--- src/rtl/adc_capture_pkg.sv ---
// Shared types and defaults for the LTC2308 capture sequencer.
package adc_capture_pkg;

  typedef enum logic [1:0] {
    ST_IDLE = 2'd0,
    ST_SLOT = 2'd1,
    ST_NEXT = 2'd2
  } state_t;

  // Width of one per-channel LTC2308 config word (S/D, O/S, S1, S0, UNI, SLP).
  localparam int unsigned CFG_W = 6;

  // LTC2308 timing at a 160 MHz capture clock.
  localparam int unsigned DEF_CLK_PER_SLOT = 320;
  localparam int unsigned DEF_CONVST_HI    = 6;
  localparam int unsigned DEF_T_CONV       = 256;
  localparam int unsigned DEF_SCK_DIV      = 4;
  localparam int unsigned DEF_ADC_BITS     = 12;

  // Bits needed to index n items; never less than 1 so vectors stay legal.
  function automatic int unsigned clog2(input int unsigned n);
    int unsigned w;
    w = 1;
    for (int unsigned i = 1; i < 32; i++) begin
      if ((32'd1 << i) < n) w = i + 1;
    end
    return w;
  endfunction

endpackage

--- src/rtl/adc_spi_slot.sv ---
// Per-slot LTC2308 pin sequencing: CONVST pulse, SCK/SDI generation and
// MSB-first capture of SDO, all keyed off the slot counter from the top level.
module adc_spi_slot
  import adc_capture_pkg::*;
#(
  parameter int unsigned CONVST_HI = DEF_CONVST_HI,
  parameter int unsigned T_CONV    = DEF_T_CONV,
  parameter int unsigned SCK_DIV   = DEF_SCK_DIV,
  parameter int unsigned ADC_BITS  = DEF_ADC_BITS,
  parameter int unsigned SLOT_W    = clog2(DEF_CLK_PER_SLOT)
) (
  input  logic                clk,
  input  logic                reset,
  input  logic                active,
  input  logic [SLOT_W-1:0]   slot_cnt,
  input  logic [CFG_W-1:0]    cfg,
  input  logic                sdo,
  output logic                convst,
  output logic                sck,
  output logic                sdi,
  output logic [ADC_BITS-1:0] sample,
  output logic                sample_valid
);

  localparam int unsigned PH_W  = clog2(SCK_DIV);
  localparam int unsigned BIT_W = clog2(ADC_BITS);

  logic                xfer;
  logic [PH_W-1:0]     phase;
  logic [BIT_W-1:0]    bit_idx;
  logic [ADC_BITS-1:0] sdi_word;

  // Bit-window sequencer: arms one cycle before T_CONV so the first window
  // starts exactly at s = T_CONV, then walks phase/bit until the last bit.
  always_ff @(posedge clk) begin
    if (reset || !active) begin
      xfer    <= 1'b0;
      phase   <= '0;
      bit_idx <= '0;
    end else if (slot_cnt == SLOT_W'(T_CONV - 1)) begin
      xfer    <= 1'b1;
      phase   <= '0;
      bit_idx <= '0;
    end else if (xfer) begin
      if (phase == PH_W'(SCK_DIV - 1)) begin
        phase <= '0;
        if (bit_idx == BIT_W'(ADC_BITS - 1)) xfer <= 1'b0;
        else bit_idx <= bit_idx + 1'b1;
      end else begin
        phase <= phase + 1'b1;
      end
    end
  end

  // Sample shift register: SDO taken on the first clk of each bit window.
  always_ff @(posedge clk) begin
    if (reset) sample <= '0;
    else if (xfer && phase == '0) sample <= {sample[ADC_BITS-2:0], sdo};
  end

  // Config bits beyond CFG_W read as zero, so SDI idles low for the tail bits.
  assign sdi_word     = ADC_BITS'(cfg);
  assign convst       = active && (slot_cnt >= SLOT_W'(1)) && (slot_cnt <= SLOT_W'(CONVST_HI));
  assign sck          = xfer && (phase >= PH_W'(SCK_DIV / 2));
  assign sdi          = xfer && sdi_word[bit_idx];
  assign sample_valid = xfer && (phase == PH_W'(SCK_DIV - 1)) && (bit_idx == BIT_W'(ADC_BITS - 1));

endmodule

--- src/rtl/adc_capture_seq.sv ---
// Capture sequencer: runs frames of conversion slots, one per RAM address,
// and read-modify-writes each sample into the capture RAM.
module adc_capture_seq
  import adc_capture_pkg::*;
#(
  parameter int unsigned CLK_PER_SLOT = DEF_CLK_PER_SLOT,
  parameter int unsigned CONVST_HI    = DEF_CONVST_HI,
  parameter int unsigned T_CONV       = DEF_T_CONV,
  parameter int unsigned SCK_DIV      = DEF_SCK_DIV,
  parameter int unsigned ADC_BITS     = DEF_ADC_BITS,
  parameter int unsigned NUM_CH       = 2,
  parameter int unsigned ADDR_W       = 12,
  parameter int unsigned DATA_W       = 32
) (
  input  logic                    clk,
  input  logic                    reset,
  output logic                    adc_convst,
  output logic                    adc_sck,
  output logic                    adc_sdi,
  input  logic                    adc_sdo,
  output logic [ADDR_W-1:0]       adc_ram_addr,
  input  logic [DATA_W-1:0]       adc_ram_rd_data,
  output logic                    adc_ram_we,
  output logic [DATA_W-1:0]       adc_ram_wr_data,
  input  logic [CFG_W*NUM_CH-1:0] adc_cfg,
  input  logic [ADDR_W-1:0]       frame_len,
  input  logic [15:0]             num_frames,
  input  logic                    accumulate,
  input  logic                    continuous,
  input  logic                    adc_start,
  input  logic                    adc_stop,
  output logic                    busy,
  output logic                    done,
  output logic [15:0]             frame_cnt
);

  localparam int unsigned SLOT_W = clog2(CLK_PER_SLOT);
  localparam int unsigned CH_W   = clog2(NUM_CH);

  state_t              state, state_nx;
  logic [SLOT_W-1:0]   slot_cnt;
  logic                slot_end;
  logic [ADDR_W-1:0]   addr;
  logic [ADDR_W-1:0]   frame_len_q;
  logic [15:0]         num_frames_q;
  logic                accumulate_q;
  logic                continuous_q;
  logic                stop_pending;
  logic                accept, finish, adv_addr, wrap_frame;
  logic [CH_W-1:0]     ch_sel;
  logic [CFG_W-1:0]    cfg_sel;
  logic [ADC_BITS-1:0] sample, sample_q;
  logic                sample_valid;
  logic [DATA_W-1:0]   rd_q;

  assign slot_end     = (slot_cnt == SLOT_W'(CLK_PER_SLOT - 1));
  assign adc_ram_addr = addr;
  assign adc_ram_we   = (state == ST_SLOT) && (slot_cnt == SLOT_W'(CLK_PER_SLOT - 3));

  // Round-robin channel config: low address bits pick the config slice.
  always_comb begin
    ch_sel = '0;
    if (NUM_CH > 1) ch_sel = addr[CH_W-1:0];
    cfg_sel = adc_cfg[int'(ch_sel)*CFG_W +: CFG_W];
  end

  // FSM state register.
  always_ff @(posedge clk) begin
    if (reset) state <= ST_IDLE;
    else state <= state_nx;
  end

  // FSM next-state and per-cycle control strobes.
  always_comb begin
    state_nx   = state;
    accept     = 1'b0;
    finish     = 1'b0;
    adv_addr   = 1'b0;
    wrap_frame = 1'b0;
    unique case (state)
      ST_IDLE: begin
        if (adc_start) begin
          accept   = 1'b1;
          state_nx = ST_SLOT;
        end
      end
      ST_SLOT: begin
        if (slot_end) state_nx = ST_NEXT;
      end
      ST_NEXT: begin
        if (stop_pending) begin
          finish   = 1'b1;
          state_nx = ST_IDLE;
        end else if (addr < frame_len_q) begin
          adv_addr = 1'b1;
          state_nx = ST_SLOT;
        end else begin
          // frame_cnt here is still the pre-increment count of finished frames.
          wrap_frame = 1'b1;
          if (continuous_q || frame_cnt < num_frames_q) begin
            state_nx = ST_SLOT;
          end else begin
            finish   = 1'b1;
            state_nx = ST_IDLE;
          end
        end
      end
      default: state_nx = ST_IDLE;
    endcase
  end

  // Slot/address/frame counters, run config latch and handshake flags.
  always_ff @(posedge clk) begin
    if (reset) begin
      slot_cnt     <= '0;
      addr         <= '0;
      frame_cnt    <= '0;
      frame_len_q  <= '0;
      num_frames_q <= '0;
      accumulate_q <= 1'b0;
      continuous_q <= 1'b0;
      busy         <= 1'b0;
      done         <= 1'b0;
      stop_pending <= 1'b0;
    end else begin
      done <= finish;
      if (state == ST_SLOT && !slot_end) slot_cnt <= slot_cnt + 1'b1;
      else slot_cnt <= '0;

      if (accept) begin
        frame_len_q  <= frame_len;
        num_frames_q <= num_frames;
        accumulate_q <= accumulate;
        continuous_q <= continuous;
        addr         <= '0;
        frame_cnt    <= '0;
        busy         <= 1'b1;
      end else if (adv_addr) begin
        addr <= addr + 1'b1;
      end else if (wrap_frame) begin
        addr      <= '0;
        frame_cnt <= frame_cnt + 1'b1;
      end

      if (finish) busy <= 1'b0;

      // A stop only takes effect at the next NEXT, so the running slot and
      // its RAM write always complete; a stop seen in IDLE is dropped.
      if (finish || accept) stop_pending <= 1'b0;
      else if (adc_stop && state != ST_IDLE) stop_pending <= 1'b1;
    end
  end

  // RAM read-modify-write near the end of each slot.
  always_ff @(posedge clk) begin
    if (reset) begin
      sample_q        <= '0;
      rd_q            <= '0;
      adc_ram_wr_data <= '0;
    end else begin
      if (sample_valid) sample_q <= sample;
      if (state == ST_SLOT) begin
        if (slot_cnt == SLOT_W'(CLK_PER_SLOT - 5)) rd_q <= adc_ram_rd_data;
        if (slot_cnt == SLOT_W'(CLK_PER_SLOT - 4)) begin
          // First pass overwrites so stale RAM contents never leak into a sum.
          if (accumulate_q && frame_cnt != '0) adc_ram_wr_data <= rd_q + DATA_W'(sample_q);
          else adc_ram_wr_data <= DATA_W'(sample_q);
        end
      end
    end
  end

  adc_spi_slot #(
    .CONVST_HI (CONVST_HI),
    .T_CONV    (T_CONV),
    .SCK_DIV   (SCK_DIV),
    .ADC_BITS  (ADC_BITS),
    .SLOT_W    (SLOT_W)
  ) u_spi (
    .clk          (clk),
    .reset        (reset),
    .active       (state == ST_SLOT),
    .slot_cnt     (slot_cnt),
    .cfg          (cfg_sel),
    .sdo          (adc_sdo),
    .convst       (adc_convst),
    .sck          (adc_sck),
    .sdi          (adc_sdi),
    .sample       (sample),
    .sample_valid (sample_valid)
  );

endmodule

--- config.mk ---
export PLATFORM = sky130hd
export DESIGN_NAME = adc_capture_seq
export DESIGN_NICKNAME = d
export VERILOG_FILES = /design/src/rtl/adc_capture_pkg.sv /design/src/rtl/adc_spi_slot.sv /design/src/rtl/adc_capture_seq.sv
export SDC_FILE = /design/constraint.sdc
export NUM_CORES = 1
export LEC_CHECK = 0
export BUFFER_PORTS_ARGS = -buffer_cell sky130_fd_sc_hd__buf_2
export CELL_PAD_IN_SITES_DETAIL_PLACEMENT = 0
export CELL_PAD_IN_SITES_GLOBAL_PLACEMENT = 1
export CORE_UTILIZATION = 41
export DETAILED_ROUTE_END_ITERATION = 16
export MAX_ROUTING_LAYER = met4
export PLACE_DENSITY_LB_ADDON = 0.12
export SLEW_MARGIN = 20
export SYNTH_ARGS = -nofsm -noshare
export SYNTH_HDL_FRONTEND = slang
export SYNTH_SLANG_ARGS = --single-unit
export TNS_END_PERCENT = 5
--- constraint.sdc ---
create_clock -name clk -period 2.8 [get_ports clk]
set_input_delay 0.28 -clock clk [delete_from_list [all_inputs] [get_ports clk]]
set_output_delay 0.28 -clock clk [all_outputs]
set_load 0.01 [all_outputs]
* After elaboration in Yosys (flattened, before gate mapping)
Cells that the tools add are included.
** Word-level totals
- Bits in registers :: 167
- Bits in latches :: 0
- RAM bits :: 0
- Bits in read-only memories :: 0
- Bits of input ports :: 79
- Output and inout port bits :: 66
- Logic and storage cells :: 105
- Memories :: 0
** Operators by class
- Add/sub/neg operators :: 6
- Multipliers :: 1
- Div/mod/pow operators :: 0
- $lt $le $gt $ge :: 6
- Equal/unequal tests :: 11
- Shifts and indexed selects :: 1
- Multiplexer cells :: 28
- Bitwise operators :: 3
- Reductions and logical operators :: 31
** Operator list (count)
- 9-bit equality test (second input constant) :: 4
- 32-bit by 12-bit adder with 32-bit output :: 1
- 32-bit two-way mux :: 1
- 12-bit two-way mux :: 2
- 1-bit two-way mux :: 20
- 16-bit by 1-bit adder with 16-bit output (second input constant) :: 1
- 16-bit less-than comparator :: 1
- 16-bit nonzero test :: 1
- 12-bit by 1-bit adder with 12-bit output (second input constant) :: 1
- 12-bit less-than comparator :: 1
- 12-bit by 5-bit indexed part select with 6-bit output :: 1
- 1-bit logical AND :: 11
- 2-bit OR reduction :: 5
- 9-bit by 1-bit adder with 9-bit output (second input constant) :: 1
- 9-bit by 8-bit equality test with 1-bit output (second input constant) :: 1
- 9-bit by 1-bit >= comparator with 1-bit output (second input constant) :: 1
- 9-bit by 3-bit <= comparator with 1-bit output (second input constant) :: 1
- 2-bit AND reduction :: 4
- 2-bit two-way mux :: 3
- 2-bit one-hot mux with 3 select lines :: 1
- 4-bit by 5-bit less-than comparator with 1-bit output (second input constant) :: 1
- 4-bit by 1-bit adder with 4-bit output (second input constant) :: 1
- 1-bit binary-select mux with 4-bit select :: 1
- 2-bit equality test (second input constant) :: 2
- 12 further kinds :: 20

* Longest topological paths before layout
- Depth after elaboration :: 8
- Depth in mapped cells :: 10
- Depth with buffers taken out :: 8

* Cells and area by module
A second synthesis with hierarchy kept.
** Second synthesis, totals
- Cells, all modules :: 1009
- Area, all modules :: 8419.3 µm²
** Modules (own cells, without submodules)
- adc_capture_seq :: instances 1, cells each 900, area an instance 7511.0 µm², seq. area each 2962.8 µm²
- adc_spi_slot :: instances 1, cells each 109, area an instance 908.4 µm², seq. area each 380.4 µm²

* Least setup slack after synthesis
Ideal clock, no wire load.
- Kind :: flip-flop to flip-flop
- Start point :: reg addr[2], in the netlist adc_ram_addr[2]
- End point :: reg addr[2], in the netlist adc_ram_addr[2]
- Arrival time :: 2.171 ns
- Slack :: 0.569 ns
- Cell stages (with the launch flop) :: 9
- Path buffers :: 1
- Period minus slack after synthesis :: 2.231 ns
- Cells stage by stage :: dfxtp_1 ha_1 a211oi_1 o21ai_1 a21oi_1 o21ai_0 clkbuf_1 nor3_1 a22o_1
** On the way
- Longest elaborated chain between the ends :: 5
- Elaborated cells on any way between the ends :: 10
- Classes of those cells :: 1 x add/sub; 1 x order compare; 7 x mux; 1 x reduce/logical
** Ends and longest elaborated chain
- start: declaration :: line adc_capture_seq.sv:43 : logic [ADDR_W-1:0] addr;
- start signal: assignment :: line adc_capture_seq.sv:139 : addr <= addr + 1'b1;
- 12-bit less-than comparator :: line adc_capture_seq.sv:94 : end else if (addr < frame_len_q) begin
- 1-bit two-way mux :: line adc_capture_seq.sv:94
- 1-bit two-way mux :: line adc_capture_seq.sv:91 : if (stop_pending) begin
- 1-bit two-way mux :: line adc_capture_seq.sv:80 : unique case (state)
- 12-bit two-way mux / 2-bit nonzero test (equally long branches)
Several ways; a longest one is shown, not always the timed one.
A chain may end at the register's enable or synchronous reset.

* Final worst setup path
- Start point :: reg sample_q[0]
- End point :: reg adc_ram_wr_data[10]
** On the way
- Longest elaborated chain between the ends :: 2
** Ends and longest elaborated chain
- start: declaration :: line adc_capture_seq.sv:52 : logic [ADC_BITS-1:0] sample, sample_q;
- start signal: assignment :: line adc_capture_seq.sv:161 : if (sample_valid) sample_q <= sample;
- 32-bit by 12-bit adder with 32-bit output :: line adc_capture_seq.sv:166 : if (accumulate_q && frame_cnt != '0) adc_ram_wr_data <= rd_q + DATA_W'(sample_q);
- 32-bit two-way mux :: line adc_capture_seq.sv:166
- end signal: assignment :: line adc_capture_seq.sv:166
- end signal: assignment :: line adc_capture_seq.sv:167 : else adc_ram_wr_data <= DATA_W'(sample_q);
- end: declaration :: line adc_capture_seq.sv:24 : output logic [DATA_W-1:0] adc_ram_wr_data,
Every way passes these cells.

==> run_results.csv <==
group,metric,value,unit
route,dr_total_vias,7563,
cells_and_area,multiInputGateArea,4600,µm²
cells_and_area,utilization,0.507,
sta,hold_violations,0,
setup_path,criticalPathCategory,"reg2reg",
die,die_w,145,µm
cells_and_area,n_antenna_cell,0,
route,vias_per_cell,5.17,
cells_and_area,final_cell_mix,"nand2_1, dfxtp_1, buf_2",
route,dr.first_iter.drc_count,423,
die,pin_count,145,
placed_design,dp_hpwl,15.8,mm
synthesis,synth_cell_types,58,
setup_path,end_kind,"register",
die,start_util,0.424,
die,core_area,19700,µm²
sta,setup_viol,0,
synthesis,synthArstFlopShare,0,
setup_path,crit_fanout,3,
sta,fin_tns_setup,0,ns
clock_tree,post_cts_buffers,0,
route,firstDrtPassIters,5,
sta,worst_slack,0.372,ns
clock_tree,cts_buffers,17,
synthesis,synth_ff_type,"dfxtp_1",
clock_tree,clock-root-buffer,"clkbuf_16",
cells_and_area,final_layout_size_suffix_gt1_frac,0.172,
clock_tree,cts_hold_buf,0,
route,routedWlPerCell,14.8,µm
synthesis,synth_edf_count,0,
sta,fin_crit,2.43,ns
route,drt-total-wl,21.6,mm
global_route,grt_max_degree,53,
clock_tree,htreeDepth,4,
worst_hold_path,hold_path.class,"in2reg",
synthesis,syn_area_per_cell,7.93,µm²
clock_tree,clk_pin_slew,0.06,ns
global_route,grt_pass1_vias,6839,
synthesis,synthCells,1054,
cells_and_area,syn2layout_area_growth,19.4,%
pwr,power_leakage,0.00405,µW
cells_and_area,final-seq-area,3340,µm²
global_route,antenna_found_initial,0,
placed_design,gp_congestion,0.825,
setup_path,crit_required,3.14,ns
global_route,grt_pass1_wl,34.2,mm
route,drc,0,
sta,slew_violations,0,
setup_path,start_kind,"register",
cells_and_area,layout_commonest_cell,"nand2_1",
synthesis,yosys_warnings,0,
clock_tree,cts.repair.resized,0,
die,rows,51,
cells_and_area,num-nets-final,1315,
route,drtAntennaViolNets,0,
die,die_h,145,µm
sta,clock.fmax,412,MHz
job,maxCapViolations,0,
clock_tree,cts.sinks,167,
setup_path,worst_ep_arrival_time,2.76,ns
global_route,grt_use_total,0.216,
sta,fin_crit_sh,0.867,
sta,rsz0062_at_grt,"false",
clock_tree,cts_tree,"built",
cells_and_area,num-fill-cells,2036,
placed_design,pre_cts_ws,0.383,ns
outcome,outcome,"finished, final reports clean",
sta,slew_headroom,0.562,
synthesis,yosysSeqAreaShare,0.400,
sta,finClkSkew,0.00882,ns
clock_tree,clk_path_buf_depth,2,
clock_tree,clock_latency,0.42,ns
synthesis,syn_nets,1184,
pwr,power_density,523,nW/µm²
die,die_area,21000,µm²
global_route,grt-ovfl-total,0,
placed_design,dp.cells,1431,
synthesis,synth-seq-cells,167,
placed_design,io_buffer_count,144,
synthesis,synthesis.area,8360,µm²
pwr,max-vdd-ir-drop,0.414,mV
cells_and_area,final_cells,1462,
sta,worstMarginPinSlew,0.657,ns
[per-stage QoR]
stage	hold slack [ns]	area [µm²]	total power, µW
6_report	0.0852	9990	5220
5_1_grt	0.0781	9990	5430
4_1_cts	0.0683	9990	5300
3_5_place_dp	0.437	9360	2760
3_3_place_gp	0.431	9360	2760
2_1_floorplan	0.416	8360	2640
[logic make-up (layout without fill, tap and decap cells)]
family | count (synthesis) | after routing | share of synthesized area
xor+xnor | 36 | 36 | 0.0377
flops | 167 | 167 | 0.400
compound gates | 252 | 252 | 0.181
fa+ha+maj | 51 | 51 | 0.0772
simple gates | 434 | 434 | 0.237
mux | 10 | 10 | 0.0166
buf+inv | 104 | 247 | 0.0501
[synth_stat cells, types with 15 or more instances]
library cell	instances	area (µm²)
nand2_1	246	923
o21ai_0	36	180
ha_1	50	626
o31ai_1	15	113
nor2_1	55	206
a21oi_1	132	661
xnor2_1	26	228
and3_1	22	138
inv_1	49	184
a211oi_1	18	135
nand3_1	30	150
clkbuf_1	43	161
dfxtp_1	167	3340
[area by class of cell]
type / count / area share
sequential: 167 / 0.335
tap: 265 / 0.0332
multi-input combinational: 783 / 0.461
timing repair buffer: 167 / 0.0897
inverter: 49 / 0.0184
clock inverter: 8 / 0.0144
clock buffer: 23 / 0.0489
[flip-flops by register name, indices dropped and copies added (netlist names)]
name / flops
adc_ram_wr_data: 32
rd_q: 32
frame_cnt: 16
num_frames_q: 16
adc_ram_addr: 12
frame_len_q: 12
sample_q: 12
u_spi.sample: 12
slot_cnt: 9
u_spi.bit_idx: 4
state: 2
u_spi.phase: 2
accumulate_q: 1
busy: 1
continuous_q: 1
done: 1
stop_pending: 1
u_spi.xfer: 1
[path summary, 6_finish.rpt]
path	start	endpoint	slack, ns	cells past startpoint
worst min-delay path	num_frames[13]	num_frames_q[13]$_SDFFE_PP0P_	0.09	3
worst max register to register	sample_q[0]$_SDFFE_PP0P_	adc_ram_wr_data[10]$_SDFFE_PP0P_	0.37	8
worst min register to register	adc_ram_wr_data[23]$_SDFFE_PP0P_	adc_ram_wr_data[23]$_SDFFE_PP0P_	0.44	1
worst max-delay path	sample_q[0]$_SDFFE_PP0P_	adc_ram_wr_data[10]$_SDFFE_PP0P_	0.37	8
[critical path: stages, from the launching register on]
cell      delay [ns]
dfxtp_1         0.33
ha_1            0.24
fa_1            0.42
a21oi_1         0.26
o221ai_1        0.26
a311oi_1        0.36
xnor2_1         0.15
nand2_1         0.06
a311oi_1        0.27
[layer usage]
layer	vias up	global-route usage	wire length, µm
met5	-	-	0
met4	0	0.0449	141
met3	10	0.0434	893
met2	148	0.332	9590
met1	3496	0.293	11000
li1	3909	-	-
[power breakdown]
part	internal, µW	total [µW]	switching [µW]
Clock	1580	2510	932
Sequential	2410	2420	18.1
Combinational	113	284	171
Total	4100	5220	1120
Power figures use the tool's default switching activity.
